`config.mk`:
```
export PLATFORM = sky130hd
export DESIGN_NAME = axi_wr_arbiter
export DESIGN_NICKNAME = d
export VERILOG_FILES = /design/src/rtl/axi_arb_pkg.sv /design/src/rtl/axi_wr_arbiter_rr_pick.sv /design/src/rtl/axi_wr_arbiter.sv
export SDC_FILE = /design/constraint.sdc
export NUM_CORES = 1
export LEC_CHECK = 0
export ABC_AREA = 1
export CAP_MARGIN = 5
export CORE_AREA = 5 5 111 113
export CTS_BUF_LIST = sky130_fd_sc_hd__clkbuf_8
export DETAILED_ROUTE_END_ITERATION = 10
export DIE_AREA = 0 0 116 118
export GPL_TIMING_DRIVEN = 0
export PLACE_DENSITY = 0.68
export SETUP_SLACK_MARGIN = 0.02
export SLEW_MARGIN = 15
export SYNTH_ARGS = -nofsm -noshare
export SYNTH_HDL_FRONTEND = slang
export SYNTH_HIERARCHICAL = 1
export SYNTH_SLANG_ARGS = --single-unit
export TNS_END_PERCENT = 30
```
`constraint.sdc`:
```
create_clock -name ACLK -period 1.6 [get_ports ACLK]
set_input_delay 0.4 -clock ACLK [delete_from_list [all_inputs] [get_ports ACLK]]
set_output_delay 0.4 -clock ACLK [all_outputs]
set_load 0.02 [all_outputs]
```
`src/rtl/axi_arb_pkg.sv`:
```
// Shared types and constants for the AXI3 write-channel arbiter.
package axi_arb_pkg;

    localparam int unsigned ID_W        = 4;
    localparam int unsigned ADDR_W      = 32;
    localparam int unsigned DATA_W      = 32;
    localparam int unsigned STRB_W      = DATA_W / 8;
    localparam int unsigned AXI_LEN_W   = 4;
    localparam int unsigned AXI_SIZE_W  = 3;
    localparam int unsigned AXI_BURST_W = 2;
    localparam int unsigned AXI_RESP_W  = 2;

    localparam logic [AXI_RESP_W-1:0] RESP_OKAY   = 2'b00;
    localparam logic [AXI_RESP_W-1:0] RESP_SLVERR = 2'b10;

    typedef struct packed {
        logic [ID_W-1:0]        id;
        logic [ADDR_W-1:0]      addr;
        logic [AXI_LEN_W-1:0]   len;
        logic [AXI_SIZE_W-1:0]  size;
        logic [AXI_BURST_W-1:0] burst;
    } aw_t;

    typedef struct packed {
        logic [ID_W-1:0]   id;
        logic [DATA_W-1:0] data;
        logic [STRB_W-1:0] strb;
        logic              last;
    } w_t;

    typedef struct packed {
        logic [ID_W-1:0]       id;
        logic [AXI_RESP_W-1:0] resp;
    } b_t;

    typedef enum logic [1:0] {
        ST_IDLE = 2'd0,
        ST_AW   = 2'd1,
        ST_W    = 2'd2,
        ST_B    = 2'd3
    } arb_state_e;

    // Width of an index able to address n masters (at least one bit).
    function automatic int unsigned idx_w(input int unsigned n);
        return (n > 1) ? $clog2(n) : 1;
    endfunction

endpackage

```
`src/rtl/axi_wr_arbiter_rr_pick.sv`:
```
// Combinational round-robin picker: first requester strictly after last_grant.
module axi_rr_pick #(
    parameter int unsigned NM    = 2,
    parameter int unsigned IDX_W = 1
) (
    input  logic [NM-1:0]    req,
    input  logic [IDX_W-1:0] last_grant,
    output logic [NM-1:0]    gnt,
    output logic [IDX_W-1:0] gnt_idx,
    output logic             any
);

    logic [IDX_W-1:0] cand;

    // Walk the masters starting one past the previous owner, wrapping around.
    always_comb begin
        gnt     = '0;
        gnt_idx = '0;
        any     = 1'b0;
        cand    = '0;
        for (int unsigned k = 1; k <= NM; k++) begin
            cand = IDX_W'((32'(last_grant) + k) % NM);
            if (!any && req[cand]) begin
                gnt[cand] = 1'b1;
                gnt_idx   = cand;
                any       = 1'b1;
            end
        end
    end

endmodule

```
`src/rtl/axi_wr_arbiter.sv`:
```
// AXI3 write-path arbiter: NM masters share one AW/W/B path, one locked transaction at a time.
module axi_wr_arbiter
    import axi_arb_pkg::*;
#(
    parameter int unsigned NM = 2
) (
    input  logic          ACLK,
    input  logic          ARESETn,
    input  aw_t           S_AW [NM],
    input  logic [NM-1:0] S_AWVALID,
    output logic [NM-1:0] S_AWREADY,
    input  w_t            S_W [NM],
    input  logic [NM-1:0] S_WVALID,
    output logic [NM-1:0] S_WREADY,
    output b_t            S_B,
    output logic [NM-1:0] S_BVALID,
    input  logic [NM-1:0] S_BREADY,
    output aw_t           M_AW,
    output logic          M_AWVALID,
    input  logic          M_AWREADY,
    output w_t            M_W,
    output logic          M_WVALID,
    input  logic          M_WREADY,
    input  b_t            M_B,
    input  logic          M_BVALID,
    output logic          M_BREADY,
    output logic [NM-1:0] grant,
    output logic          err_wlast
);

    localparam int unsigned      IDX_W     = idx_w(NM);
    localparam logic [IDX_W-1:0] LAST_INIT = IDX_W'(NM - 1);

    arb_state_e           state, state_nxt;
    logic [IDX_W-1:0]     owner;
    logic [IDX_W-1:0]     last_grant;
    logic [AXI_LEN_W-1:0] beat_cnt;
    logic                 cnt_zero;
    logic [NM-1:0]        pick_gnt;
    logic [IDX_W-1:0]     pick_idx;
    logic                 pick_any;
    logic                 aw_hs, w_hs, b_hs;

    assign cnt_zero = (beat_cnt == '0);

    axi_rr_pick #(
        .NM    (NM),
        .IDX_W (IDX_W)
    ) u_pick (
        .req        (S_AWVALID),
        .last_grant (last_grant),
        .gnt        (pick_gnt),
        .gnt_idx    (pick_idx),
        .any        (pick_any)
    );

    // State register.
    always_ff @(posedge ACLK or negedge ARESETn) begin
        if (!ARESETn) begin
            state <= ST_IDLE;
        end else begin
            state <= state_nxt;
        end
    end

    // Next state and channel routing; only the registered owner is ever muxed through.
    always_comb begin
        state_nxt = state;
        S_AWREADY = '0;
        S_WREADY  = '0;
        S_BVALID  = '0;
        S_B       = M_B;
        M_AW      = '0;
        M_AWVALID = 1'b0;
        M_W       = '0;
        M_WVALID  = 1'b0;
        M_BREADY  = 1'b0;
        err_wlast = 1'b0;
        aw_hs     = 1'b0;
        w_hs      = 1'b0;
        b_hs      = 1'b0;
        case (state)
            ST_IDLE: begin
                if (pick_any) begin
                    state_nxt = ST_AW;
                end
            end
            ST_AW: begin
                M_AW             = S_AW[owner];
                M_AWVALID        = S_AWVALID[owner];
                S_AWREADY[owner] = M_AWREADY;
                aw_hs            = M_AWVALID && M_AWREADY;
                if (aw_hs) begin
                    state_nxt = ST_W;
                end
            end
            ST_W: begin
                M_W             = S_W[owner];
                M_W.last        = cnt_zero;
                M_WVALID        = S_WVALID[owner];
                S_WREADY[owner] = M_WREADY;
                w_hs            = M_WVALID && M_WREADY;
                err_wlast       = w_hs && (S_W[owner].last != cnt_zero);
                if (w_hs && cnt_zero) begin
                    state_nxt = ST_B;
                end
            end
            ST_B: begin
                S_BVALID[owner] = M_BVALID;
                M_BREADY        = S_BREADY[owner];
                b_hs            = M_BVALID && M_BREADY;
                if (b_hs) begin
                    state_nxt = ST_IDLE;
                end
            end
            default: begin
                state_nxt = ST_IDLE;
            end
        endcase
    end

    // Owner, round-robin pointer and remaining-beat counter.
    always_ff @(posedge ACLK or negedge ARESETn) begin
        if (!ARESETn) begin
            grant      <= '0;
            owner      <= '0;
            last_grant <= LAST_INIT;
            beat_cnt   <= '0;
        end else begin
            if ((state == ST_IDLE) && pick_any) begin
                grant <= pick_gnt;
                owner <= pick_idx;
            end
            if (aw_hs) begin
                beat_cnt <= S_AW[owner].len;
            end
            if (w_hs && !cnt_zero) begin
                beat_cnt <= beat_cnt - AXI_LEN_W'(1);
            end
            if (b_hs) begin
                last_grant <= owner;
                grant      <= '0;
            end
        end
    end

endmodule

```
==> reports/results.tsv, run 1 <==
stage	metric	value	unit
outcome	status	finished with violations	
outcome	violations	negative setup slack	
worst_setup_path	critPathMaxStageDelay	470	ps
synth	syn_inst	409	
drt	routed_wl	15.34	mm
pwr	power_frac_seq	4.8	%
clock_tree	htreeDepth	1	
pwr	power_frac_clock	2.9	%
clock_tree	cts_hold_buf	0	
finish	finalNonFillerCells	882	
worst_setup_path	crit_path_top_delay_cell	clkdlybuf4s50_1	
global_route	grt_max_degree	14	
clock_tree	cts_sinks	10	
drt	drc	0	
drt	num_vias	4050	
finish	drive_gt1_share	43.17	%
worst_setup_path	cp_max_fo	4	
synth	yosys.cell_types.count	30	
pwr	leakage	2.955	nW
synth	ys_seq_area_share	11.91	%
synth	synth_warnings	6	
drt	drt_pass1_iterations	4	
sta	finalSetupTns	-27610	ps
die	die_x	116	um
sta	fin_crit_sh	123.9	%
die	io_pins	293	
flow_run	cap_violations	0	
pwr	switchingPower	0.005435	W
clock_tree	cts_tree	built	
clock_tree	numCtsBuffers	3	
worst_setup_path	reg2reg_depth	9	
synth	syn_nets	604	
placement	io_buffers	286	
synth	ys_ff_latch	10	
finish	fin_util	60.78	%
global_route	antenna_found_initial	0	
sta	fin_skew	1.314	ps
pwr	power	0.01096	W
finish	area_delta_synth_final	223.2	%
clock_tree	cts_buffer_depth	2	
finish	antenna_cells_inserted	0	
finish	mostFrequentLayoutCell	clkdlybuf4s50_1	
worst_setup_path	path_cells	clkdlybuf4s50_1 -> inv_1 -> nand2_1 -> nand2_2 -> nor2_4 -> nand2_1 -> nor2_2 -> buf_6	
pwr	cell_internal_pwr	0.005524	W
finish	fillers	1011	
sta	slew_headroom	69.86	%
clock_tree	clk_pin_slew_worst_paths	50	ps
sta	rsz0062_at_grt	yes	
global_route	grt_pass1_wl	22.11	mm
worst_setup_path	r2r_slack	0	ps
pwr	power_density	1607	mW/mm^2
sta	holdWs	474.6	ps
synth	syn_area	0.002111	mm^2
worst_setup_path	crit_top_cell	nand2_1	
placement	dpl.hpwl	11.44	mm
die	core-area	0.01122	mm^2
finish	mostFrequentLayoutCells	clkdlybuf4s50_1, nand2_1, buf_6, buf_4, a21oi_4	
sta	hold_violations	0	
sta	fin_crit	1983	ps
pwr	swShare	49.59	%
die	die_h	118	um
finish	final_nets	935	
die	die_area	0.01369	mm^2
die	rows	39	
sta	timing.final.ws_setup	-383.2	ps
worst_setup_path	crit_type	in2out	
worst_setup_path	end_kind	primary output	
drt	antenna_left	0	
pwr	p_comb_share	92.3	%
synth	avgSynthCellArea	5.161	um^2
drt	viasPerCell	4.592	
placement	dp_cells	838	
drt	avgRoutedWirePerCell	17.39	um
sta	slew_viol_final	0	
worst_setup_path	start_kind	input pin	
clock_tree	cts_root_buf	clkbuf_8	
worst_setup_path	arrival	1580	ps
placement	routabilityCongestion	0.8868	
sta	fmax	0.5042	GHz
worst_hold_path	holdCritPathClass	in2async	
sta	worstMarginPinSlew	450.6	ps
clock_tree	clkLatencyLatePin	240	ps
worst_setup_path	worstPathRequired	1200	ps
global_route	grt_overflow	0	
global_route	grt_use_total	19.86	%
drt	dr.first_iter.drc_count	149	
pwr	max-vdd-ir-drop	1.006	mV
sta	setup_viol	96	
die	start_util	18.81	%
global_route	grt_pass1_vias	4112	
## registers in the layout, indices dropped and copies added (netlist names)
name	cells
beat_cnt	4
grant	2
last_grant	1
owner	1
state	2
## synth_stat cells
cell type / count / area (um^2)
nand2_1: 197 / 739.5
a21oi_1: 88 / 440.4
inv_1: 17 / 63.81
buf_4: 15 / 112.6
nand3_1: 11 / 55.05
nor2_1: 11 / 41.29
clkbuf_1: 10 / 37.54
dfrtp_1: 9 / 225.2
buf_2: 7 / 35.03
ha_1: 6 / 75.07
nor3_1: 5 / 25.02
nand2_2: 4 / 25.02
buf_6: 3 / 33.78
inv_2: 3 / 11.26
nand4_1: 3 / 18.77
o21ai_1: 3 / 15.01
xor2_1: 3 / 26.28
mux2_2: 2 / 22.52
a21oi_2: 1 / 8.760
buf_1: 1 / 3.750
dfstp_2: 1 / 26.28
mux2i_1: 1 / 10.01
nand3_2: 1 / 10.01
nand3b_1: 1 / 7.510
nor2_2: 1 / 6.260
nor2_4: 1 / 11.26
o21ai_0: 1 / 5.000
or2_0: 1 / 6.260
or2_1: 1 / 6.260
or2_2: 1 / 6.260
## worst max-delay path, delay by kind of cell
kind	cells	cell delay, ps
simple gates	5	530
buf+inv	3	650
## metal layers
metal	vias to the layer above	wire length, um	track usage (%)
met5	-	0	0
met4	0	335	4.061
met3	31	1161	3.188
met2	174	8353	38.74
met1	1879	5490	21.95
li1	1966	-	-
## logic make-up after synthesis
kind of cell | after synthesis | synth area share (%)
adder cells (fa/ha/maj) | 6 | 3.557
XOR/XNOR | 3 | 1.245
AND/OR/NAND/NOR | 238 | 45.41
flip-flops | 10 | 11.92
buffers and inverters | 56 | 14.11
AO/OA/AOI/OAI | 93 | 22.23
multiplexers | 3 | 1.541
## final timing paths
kind | from | to
min in group ACLK | last_grant | last_grant
max in group asynchronous | ARESETn | last_grant
min | ARESETn | beat_cnt[0]
max reg2reg | owner | state[1]
min reg2reg | last_grant | last_grant
max | S_WVALID[1] | err_wlast
## cell type report
class	instances	area [um^2]	area share [%]
Buffer	36	521.8	7.649
Multi-Input combinational cell	343	2357	34.56
Tap cell	143	178.9	2.623
Inverter	20	87.58	1.284
Sequential cell	10	252.7	3.705
Timing Repair Buffer	326	3368	49.38
Clock buffer	4	55.05	0.8070
## stage by stage
stage                     worst slack (ps)  instance area [um^2]
after CTS                           -343.1                  6259
after global placement              -776.5                  5617
after detailed placement            -817.9                  5617
after global routing                -441.3                  6822
final                               -383.2                  6822
after floorplan                     -108.1                  2575
## power by group through the flow
stage               logic, W  registers (W)  clock network [W]
global placement     0.00710       0.000491                  0
floorplan            0.00436       0.000509                  0
finish                0.0101       0.000525           0.000318
global route          0.0107       0.000541           0.000341
CTS                  0.00897       0.000512           0.000321
detailed placement   0.00723       0.000507                  0
## what timing repair did
item,CTS,global route
pin swaps,9,25
endpoints found under the setup margin,100,102
resized for setup,627,112
cloned,10,6
buffers inserted,13,12
No activity file was read; power rests on OpenSTA's default activity.
==> run 2, diff against run 1 <==
--- a/config.mk
+++ b/config.mk
@@ -5,12 +5,11 @@
 export SDC_FILE = /design/constraint.sdc
 export NUM_CORES = 1
 export LEC_CHECK = 0
-export ABC_AREA = 1
 export CAP_MARGIN = 5
-export CORE_AREA = 5 5 111 113
+export CORE_AREA = 5 5 112 114
 export CTS_BUF_LIST = sky130_fd_sc_hd__clkbuf_8
 export DETAILED_ROUTE_END_ITERATION = 10
-export DIE_AREA = 0 0 116 118
+export DIE_AREA = 0 0 117 119
 export GPL_TIMING_DRIVEN = 0
 export PLACE_DENSITY = 0.68
 export SETUP_SLACK_MARGIN = 0.02
==> run 2 against run 1 <==
First-iteration DRC count down 28%; the run still ends with negative setup slack left; die area up 1.7%; fmax down 0.84%; largest cell class unchanged; clock power hardly changed; largest power group unchanged; clock skew is 0.88 ps lower; critical path type is now reg2out; clock-buffer cell count did not move; cell area up 11%.
==> reports/results.tsv, run 2 <==
stage	metric	value	unit
drt	avgRoutedWirePerCell	18.11	um
worst_setup_path	cp_max_fo	6	
sta	setup_viol	102	
die	io_pins	293	
clock_tree	htreeDepth	1	
drt	antenna_left	0	
synth	synth_top_area_share	38.99	%
pwr	leakage	2.890	nW
sta	rsz0062_at_grt	yes	
drt	routed_wl	13.66	mm
clock_tree	clk_pin_slew_worst_paths	50	ps
placement	preCtsSetupSlack	-780.8	ps
drt	viasPerCell	4.483	
worst_setup_path	critPathMaxStageDelay	370	ps
outcome	status	finished with violations	
pwr	power_density	1617	mW/mm^2
clock_tree	cts_tree	built	
die	die_h	119	um
synth	yosys.cell_types.count	44	
finish	drive_gt1_share	58.10	%
synth	ys_ff_latch	10	
worst_setup_path	r2r_slack	-390	ps
synth	ys_seq_area_share	11.26	%
finish	fillers	855	
sta	worstMarginPinSlew	471.9	ps
worst_setup_path	arrival	1600	ps
outcome	violations	negative setup slack	
sta	fmax	0.5000	GHz
sta	fin_crit	2000	ps
finish	mostFrequentLayoutCells	clkdlybuf4s50_1, buf_6, mux2i_4, buf_4, nor2_4	
sta	slew_viol_final	0	
drt	dr.first_iter.drc_count	107	
synth	synth-xor-area-share	0.7843	%
die	die_x	117	um
drt	drt_pass1_iterations	4	
synth	synth_top_family_by_area	multiplexers	
die	rows	39	
placement	routabilityCongestion	0.8111	
placement	io_buffers	286	
pwr	max-vdd-ir-drop	0.9245	mV
synth	synthAdderAreaFrac	3.361	%
drt	drc	0	
worst_setup_path	path_cells	buf_6 -> buf_12 -> buf_12 -> buf_16 -> mux2i_4 -> nor2_4 -> buf_6	
finish	mostFrequentLayoutCell	clkdlybuf4s50_1	
clock_tree	cts_sinks	10	
synth	syn_area	0.002233	mm^2
worst_hold_path	holdCritPathClass	reg2reg	
synth	synthArstFlopShare	100.0	%
sta	fin_crit_sh	125.0	%
global_route	antenna_found_initial	0	
synth	yosys.area_share.simple	27.56	%
clock_tree	cts_buffer_depth	2	
synth	synth_common_cells	mux2i_1, nor2_1, nor2b_1, buf_4	
clock_tree	clkLatencyLatePin	230	ps
synth	yosys.area.top_type	mux2i_1	
synth	yosys-top-cells-area	mux2i_1, nor2b_1, dfrtp_1	
clock_tree	numCtsBuffers	3	
finish	finalNonFillerCells	754	
global_route	grt_pass1_vias	3778	
worst_setup_path	end_kind	primary output	
synth	syn_inst	282	
synth	avgSynthCellArea	7.920	um^2
worst_setup_path	crit_path_top_delay_cell	dfrtp_1	
placement	dp_cells	711	
finish	top_register	beat_cnt	
synth	synth_warnings	6	
global_route	grt_pass1_wl	19.38	mm
synth	synthFlopType	dfrtp_1	
global_route	grt_max_degree	11	
synth	syn_nets	477	
synth	synth_compound_area_share	7.003	%
die	start_util	19.73	%
flow_run	cap_violations	0	
finish	largest_reg_flops	4	
finish	final_nets	807	
placement	dpl.hpwl	10.65	mm
worst_setup_path	crit_type	reg2out	
sta	timing.final.ws_setup	-400.0	ps
worst_setup_path	start_kind	flip-flop	
sta	fin_skew	0.4371	ps
synth	synthMuxAreaShare	41.79	%
drt	num_vias	3380	
finish	regArea	252.7	um^2
finish	top_regs	beat_cnt: 4 flops, grant: 2 flops, state: 2 flops	
die	die_area	0.01392	mm^2
sta	hold_violations	0	
finish	multi_input_area	0.003301	mm^2
worst_setup_path	worstPathRequired	1200	ps
finish	antenna_cells_inserted	0	
sta	slew_headroom	68.44	%
die	core-area	0.01132	mm^2
clock_tree	cts_root_buf	clkbuf_8	
synth	synth_most_common_cell	mux2i_1	
global_route	grt_overflow	0	
global_route	grt_use_total	17.69	%
finish	area_delta_synth_final	239.1	%
synth	synth_enable_flop_cells	0	
==> run 2: cell count changes in the layout (fill, tap and decap cells not counted), moves of 12 or more <==
cell / previous run / this run
nor2b_4: 0 / 40
mux2i_4: 1 / 57
nor2_4: 5 / 42
nand2_4: 12 / 0
a21oi_2: 29 / 0
nand2_1: 154 / 6
mux2i_2: 0 / 22
a21oi_1: 24 / 4
a21oi_4: 36 / 0
buf_4: 67 / 47
nand2_2: 35 / 1
buf_2: 0 / 20
==> run 2: logic make-up (layout without fill, tap and decap cells) <==
kind of cell / Yosys count / in the layout
AO/OA/AOI/OAI: 19 / 19
XOR/XNOR: 2 / 2
adder cells (fa/ha/maj): 6 / 6
buffers and inverters: 35 / 364
flip-flops: 10 / 10
multiplexers: 91 / 91
AND/OR/NAND/NOR: 119 / 119
==> run 2: critical path, delay by kind of cell (launching register included) <==
kind | cells | cell delay (ps)
buffers and inverters | 5 | 690
flip-flops | 1 | 370
multiplexers | 1 | 190
AND/OR/NAND/NOR | 1 | 100
==> run 2: per-stage QoR <==
stage	area, um^2	power [W]	hold slack (ps)	setup TNS, ps	utilization (%)
after floorplan	3132	0.006090	104.4	-3284	-
after global placement	6173	0.008612	470.4	-68690	54.53
after detailed placement	6173	0.008735	474.3	-71070	54.53
after CTS	7119	0.01120	482.1	-37020	62.89
after global routing	7574	0.01287	511.7	-36800	66.90
final	7574	0.01225	480.2	-30930	66.90
==> run 2: worst paths after layout <==
path	depth (start not counted)	endpoint	from
min	2	last_grant	last_grant
max	7	M_W[31]	owner
min in group asynchronous	1	beat_cnt[2]	ARESETn
max reg2reg	7	state[1]	owner
min reg2reg	2	last_grant	last_grant
max in group asynchronous	1	state[0]	ARESETn
==> run 2: final cells by class <==
type,count,area share [%]
Inverter,9,0.6113
Buffer,26,6.129
Timing Repair inverter,1,0.1156
Timing Repair Buffer,324,43.14
Clock buffer,4,0.7269
Tap cell,143,2.362
Sequential cell,10,3.337
Multi-Input combinational cell,237,43.58
==> run 2: routing by layer <==
layer / part of all wire [%] / wire length (um) / up-vias / track usage [%]
met5: 0 / 0 / - / 0
met4: 1.4 / 197 / 0 / 3.011
met3: 11 / 1516 / 10 / 6.288
met2: 56 / 7611 / 174 / 35.21
met1: 32 / 4329 / 1559 / 17.22
li1: - / - / 1637 / -
==> run 2: where the power goes <==
group / internal, W / total (W) / leakage [nW] / switching (W)
combinational: 0.00643 / 0.0114 / 2.74 / 0.00499
sequential: 0.000388 / 0.000518 / 0.120 / 0.000129
clock: 0.000217 / 0.000318 / 0.0288 / 0.000102
==> run 2: timing repair <==
| item | in CTS | in global routing |
|---|---|---|
| endpoints found under the setup margin | 104 | 103 |
| pin swaps | 15 | 9 |
| gates cloned | 10 | 0 |
| hold buffers | 0 | 0 |
| buffers inserted | 15 | 15 |
| gates resized for setup | 565 | 141 |
